`config.mk`:
```
export PLATFORM = sky130hd
export DESIGN_NAME = sha_block_fifo
export DESIGN_NICKNAME = d
export VERILOG_FILES = /design/src/rtl/sha_block_fifo.sv
export SDC_FILE = /design/constraint.sdc
export NUM_CORES = 1
export LEC_CHECK = 0
export ABC_AREA = 0
export CAP_MARGIN = 20
export CORE_UTILIZATION = 60
export CTS_CLUSTER_DIAMETER = 50
export DETAILED_ROUTE_END_ITERATION = 6
export GPL_TIMING_DRIVEN = 0
export PLACE_DENSITY = 0.82
export SLEW_MARGIN = 20
export SYNTH_ARGS = -nofsm -noshare
export SYNTH_HDL_FRONTEND = slang
export SYNTH_SLANG_ARGS = --single-unit
export TNS_END_PERCENT = 30
```
`constraint.sdc`:
```
create_clock -name CLK -period 3.76 [get_ports CLK]
set_input_delay 1.128 -clock CLK [delete_from_list [all_inputs] [get_ports CLK]]
set_output_delay 1.128 -clock CLK [all_outputs]
set_load 0.005 [all_outputs]
```
`src/rtl/sha_block_fifo.sv`:
```
// Multi-entry SHA-2 message-block FIFO with valid/ready on both sides, occupancy count and sync flush.
// Define SHA_BLOCK_FIFO_BYPASS_EN for a zero-latency combinational in->out path when empty.
module sha_block_fifo #(
    parameter int unsigned WIDTH = 288,
    parameter int unsigned DEPTH = 4
) (
    input  logic                     CLK,
    input  logic                     RST,
    input  logic                     clear,
    input  logic                     in_valid,
    output logic                     in_ready,
    input  logic [WIDTH-1:0]         block_in,
    output logic                     out_valid,
    input  logic                     out_ready,
    output logic [WIDTH-1:0]         block_out,
    output logic [$clog2(DEPTH):0]   count
);
    localparam int unsigned AW = $clog2(DEPTH);
    localparam int unsigned CW = AW + 1;

    logic [WIDTH-1:0] mem [DEPTH];
    logic [AW-1:0]    wr_ptr;
    logic [AW-1:0]    rd_ptr;
    logic [CW-1:0]    count_q;
    logic             empty;
    logic             full;
    logic             push;
    logic             pop;

    assign count    = count_q;
    assign empty    = (count_q == '0);
    assign full     = (count_q == CW'(DEPTH));
    assign in_ready = !full;
    // Memory is only popped when it actually holds a block; a bypassed block never touches it.
    assign pop      = !empty && out_ready;

`ifdef SHA_BLOCK_FIFO_BYPASS_EN
    logic bypass;

    assign bypass    = empty && !clear;
    assign out_valid = bypass ? in_valid : !empty;
    assign push      = in_valid && in_ready && !(bypass && out_ready);

    always_comb begin
        block_out = '0;
        if (bypass) begin
            if (in_valid) block_out = block_in;
        end else if (!empty) begin
            block_out = mem[rd_ptr];
        end
    end
`else
    assign out_valid = !empty;
    assign push      = in_valid && in_ready;

    always_comb begin
        block_out = '0;
        if (!empty) block_out = mem[rd_ptr];
    end
`endif

    // Storage, pointers and occupancy; clear overrides any transfer in the same cycle.
    always_ff @(posedge CLK or negedge RST) begin
        if (!RST) begin
            wr_ptr  <= '0;
            rd_ptr  <= '0;
            count_q <= '0;
            for (int i = 0; i < int'(DEPTH); i++) mem[i] <= '0;
        end else if (clear) begin
            wr_ptr  <= '0;
            rd_ptr  <= '0;
            count_q <= '0;
        end else begin
            if (push) begin
                mem[wr_ptr] <= block_in;
                wr_ptr      <= wr_ptr + AW'(1);
            end
            if (pop) rd_ptr <= rd_ptr + AW'(1);
            if (push && !pop)      count_q <= count_q + CW'(1);
            else if (pop && !push) count_q <= count_q - CW'(1);
        end
    end

endmodule

```
==> results.md <==
- Status: finished with violations
- Violated checks: setup timing
- Seq cells post-synth: 1159
- Vias in the first global route: 33790
- Die width: 298 um
- Longest Clk Path Bufs: 3
- Initial Util: 0.606
- Die area: 89000 um^2
- GPL Wtd Cong: 0.836
- CP peak stage delay: 0.53 ns
- RSZ-0062 raised after global routing: yes
- Yosys warnings: 0
- Required time of the critical path: 2.63 ns
- CP Launch Type: flop
- Avg WL per Cell: 25.6 um
- Final Skew: 0.0277 ns
- P_leak: 30.1 nW
- Fillers: 5066
- Crit path max fanout: 10
- Commonest non-fill, non-tap cell in the layout: dfrtp_1
- Hold Buf Count CTS: 0
- Final hold violations: 0
- IO Pins: 586
- Fmax achieved: 260 MHz
- Crit-path slowest cell: mux4_2
- H-Tree Level Count: 4
- Fin nets: 4267
- Vias per cell: 5.87
- Worst-Margin Slew: 0.787 ns
- Post-Layout Cell Count: 5251
- Synth Cell Area: 52700 um^2
- Initial antenna violation count: 39
- Synth-to-layout area growth: 26.4%
- First-pass GRT wire length: 207 mm
- Min Tclk post-route: 3.84 ns
- Final ANT Viol Nets: 0
- Pins Over Slew Limit: 0
- Via count: 30805
- Setup slack after layout: -0.0806 ns
- Rows: 108
- Crit path cell chain: clkbuf_16, buf_8, mux4_2, and2_1, clkdlybuf4s50_1
- Worst Hold Class: input pin to asynchronous set/reset pin
- Maxcap violations: 0
- DR pass1 iterations: 5
- Clk_lat worst skew: 0.72 ns
- Relative slew slack: 0.475
- Final Power: 0.0573 W
- # clock sinks: 1159
- Critical path capture point type: output pin
- Root Driver: clkbuf_16
- VDD IR max: 621 uV
- WS Path Type: flop to output pin
- CTS buffer count: 136
- Design area: 66600 um^2
- Mean Syn Cell Area: 16.6 um^2
- Placed Area: 60200 um^2
- Pwr/cell area: 861 nW/um^2
- Sequential share of the synthesized area: 0.551
- Crit path DAT: 2.71 ns
- DP HPWL: 87.1 mm
- Detailed Route Iter0 Violations: 1707
- Period utilization: 1.02
- CTS tree: yes
- Clock slew at reported path FFs: 0.06 ns
- Count of input and output buffers: 583
- Total wire length: 134 mm
- Die H: 298 um
- Placed cell count: 4910
- Largest net degree at the start of global routing: 147
- Commonest non-fill, non-tap cells in the layout: dfrtp_1 (1157), mux2_2 (933), clkdlybuf4s50_1 (322)
- DRC viols: 0
- Total GRT Usage: 0.308
- Share of cells above drive strength 1: 0.543
- Core area: 86900 um^2
- Total gr overflow: 0
- Final setup fails: 34
- Cell variety after synth: 36
- Syn_nets: 3462
- Cells after Synth: 3164
==> path summary, 6_finish.rpt <==
| kind | start | endpoint | slack (ns) | cells after the start |
|---|---|---|---|---|
| max in group asynchronous | RST | mem[247]$_DFFE_PN0P_ | 0.97 | 4 |
| min in group CLK | mem[1101]$_DFFE_PN0P_ | mem[1101]$_DFFE_PN0P_ | 0.50 | 1 |
| setup reg to reg | count[1]$_DFFE_PN0P_ | mem[113]$_DFFE_PN0P_ | 0.99 | 7 |
| hold reg to reg | mem[1101]$_DFFE_PN0P_ | mem[1101]$_DFFE_PN0P_ | 0.50 | 1 |
| setup / recovery | rd_ptr[0]$_DFFE_PN0P_ | block_out[47] | -0.08 | 5 |
| hold / removal | RST | mem[968]$_DFFE_PN0P_ | 0.35 | 1 |
==> flip-flops by register name, indices dropped and copies added, names as in the netlist <==
name / cells
count: 3
mem: 1152
wr_ptr: 2
rd_ptr: 2
==> critical path: cells and delay by family (launching register included) <==
| kind | cells | cell delay (ns) |
|---|---|---|
| buffers and inverters | 3 | 0.88 |
| multiplexers | 1 | 0.53 |
| flip-flops | 1 | 0.40 |
| AND/OR/NAND/NOR | 1 | 0.18 |
==> power breakdown <==
part           internal (W)  switching [W]
combinational        0.0148        0.00861
clock               0.00830        0.00527
sequential           0.0177        0.00265
==> cell usage after synthesis <==
cell	number	area, um^2
dfrtp_1	1159	29000
mux2_2	933	10500
and2_1	288	1800
mux4_2	288	6490
mux2_4	220	3300
buf_2	126	631
clkbuf_1	49	184
buf_6	26	293
buf_1	19	71.3
inv_1	7	26.3
nor2_1	7	26.3
buf_4	6	45.0
ha_1	4	50.1
nand3_2	3	30.0
o21ai_0	3	15.0
a21oi_1	2	10.0
and3_1	2	12.5
nand3_1	2	10.0
o31ai_1	2	15.0
xor2_1	2	17.5
a211o_1	1	8.76
a211oi_1	1	7.51
a21o_1	1	7.51
a311oi_1	1	8.76
a31o_2	1	8.76
and3b_1	1	8.76
fa_1	1	20.0
inv_2	1	3.75
mux2i_1	1	10.0
nor2b_1	1	6.26
nor3b_2	1	12.5
o211a_1	1	10.0
o211ai_1	1	7.51
o21a_1	1	7.51
o311ai_0	1	8.76
or3_1	1	6.26
==> per-layer routing <==
metal  part of all wire  vias to the layer above  GRT usage
met5             0.0015                        -    0.00794
met4              0.039                       28      0.139
met3              0.062                      260     0.0791
met2               0.50                      770      0.493
met1               0.40                    16437      0.397
li1                   -                    13310          -
==> final cells by class <==
cell class / count / area (um^2) / share of cell area
Sequential cell: 1159 / 29000 / 0.436
Multi-Input combinational cell: 1771 / 22600 / 0.340
Timing Repair Buffer: 669 / 6550 / 0.0984
Clock buffer: 188 / 4050 / 0.0608
Buffer: 224 / 2180 / 0.0327
Tap cell: 1155 / 1450 / 0.0217
Clock inverter: 52 / 647 / 0.00971
Antenna cell: 25 / 62.6 / 0.000939
Inverter: 8 / 30.0 / 0.000451
==> timing repair <==
item | CTS | global route
pin swaps | 6 | 26
setup buffers | 32 | 26
cloned | 16 | 5
hold endpoints to repair | 0 | 0
resized for setup | 901 | 223
setup endpoints to repair | 289 | 232
==> cells by family after synthesis <==
| logic type | share of synthesized area |
|---|---|
| compound gates | 0.00219 |
| xor+xnor | 0.000333 |
| fa+ha+maj | 0.00133 |
| buf+inv | 0.0238 |
| flops | 0.551 |
| mux | 0.385 |
| simple gates | 0.0363 |
==> stage by stage <==
| step | setup WS (ns) | utilization | setup TNS, ns | hold slack (ns) |
|---|---|---|---|---|
| after floorplan | 0.924 | - | 0 | 0.474 |
| after global placement | -51.32 | 0.690 | - | 0.481 |
| after detailed placement | -0.755 | 0.693 | -118.53 | 0.487 |
| after CTS | -0.173 | 0.760 | -13.27 | 0.353 |
| after global routing | -0.158 | 0.766 | -5.66 | 0.384 |
| final | -0.0806 | 0.766 | -0.998 | 0.352 |
Power figures use the tool's default switching activity.
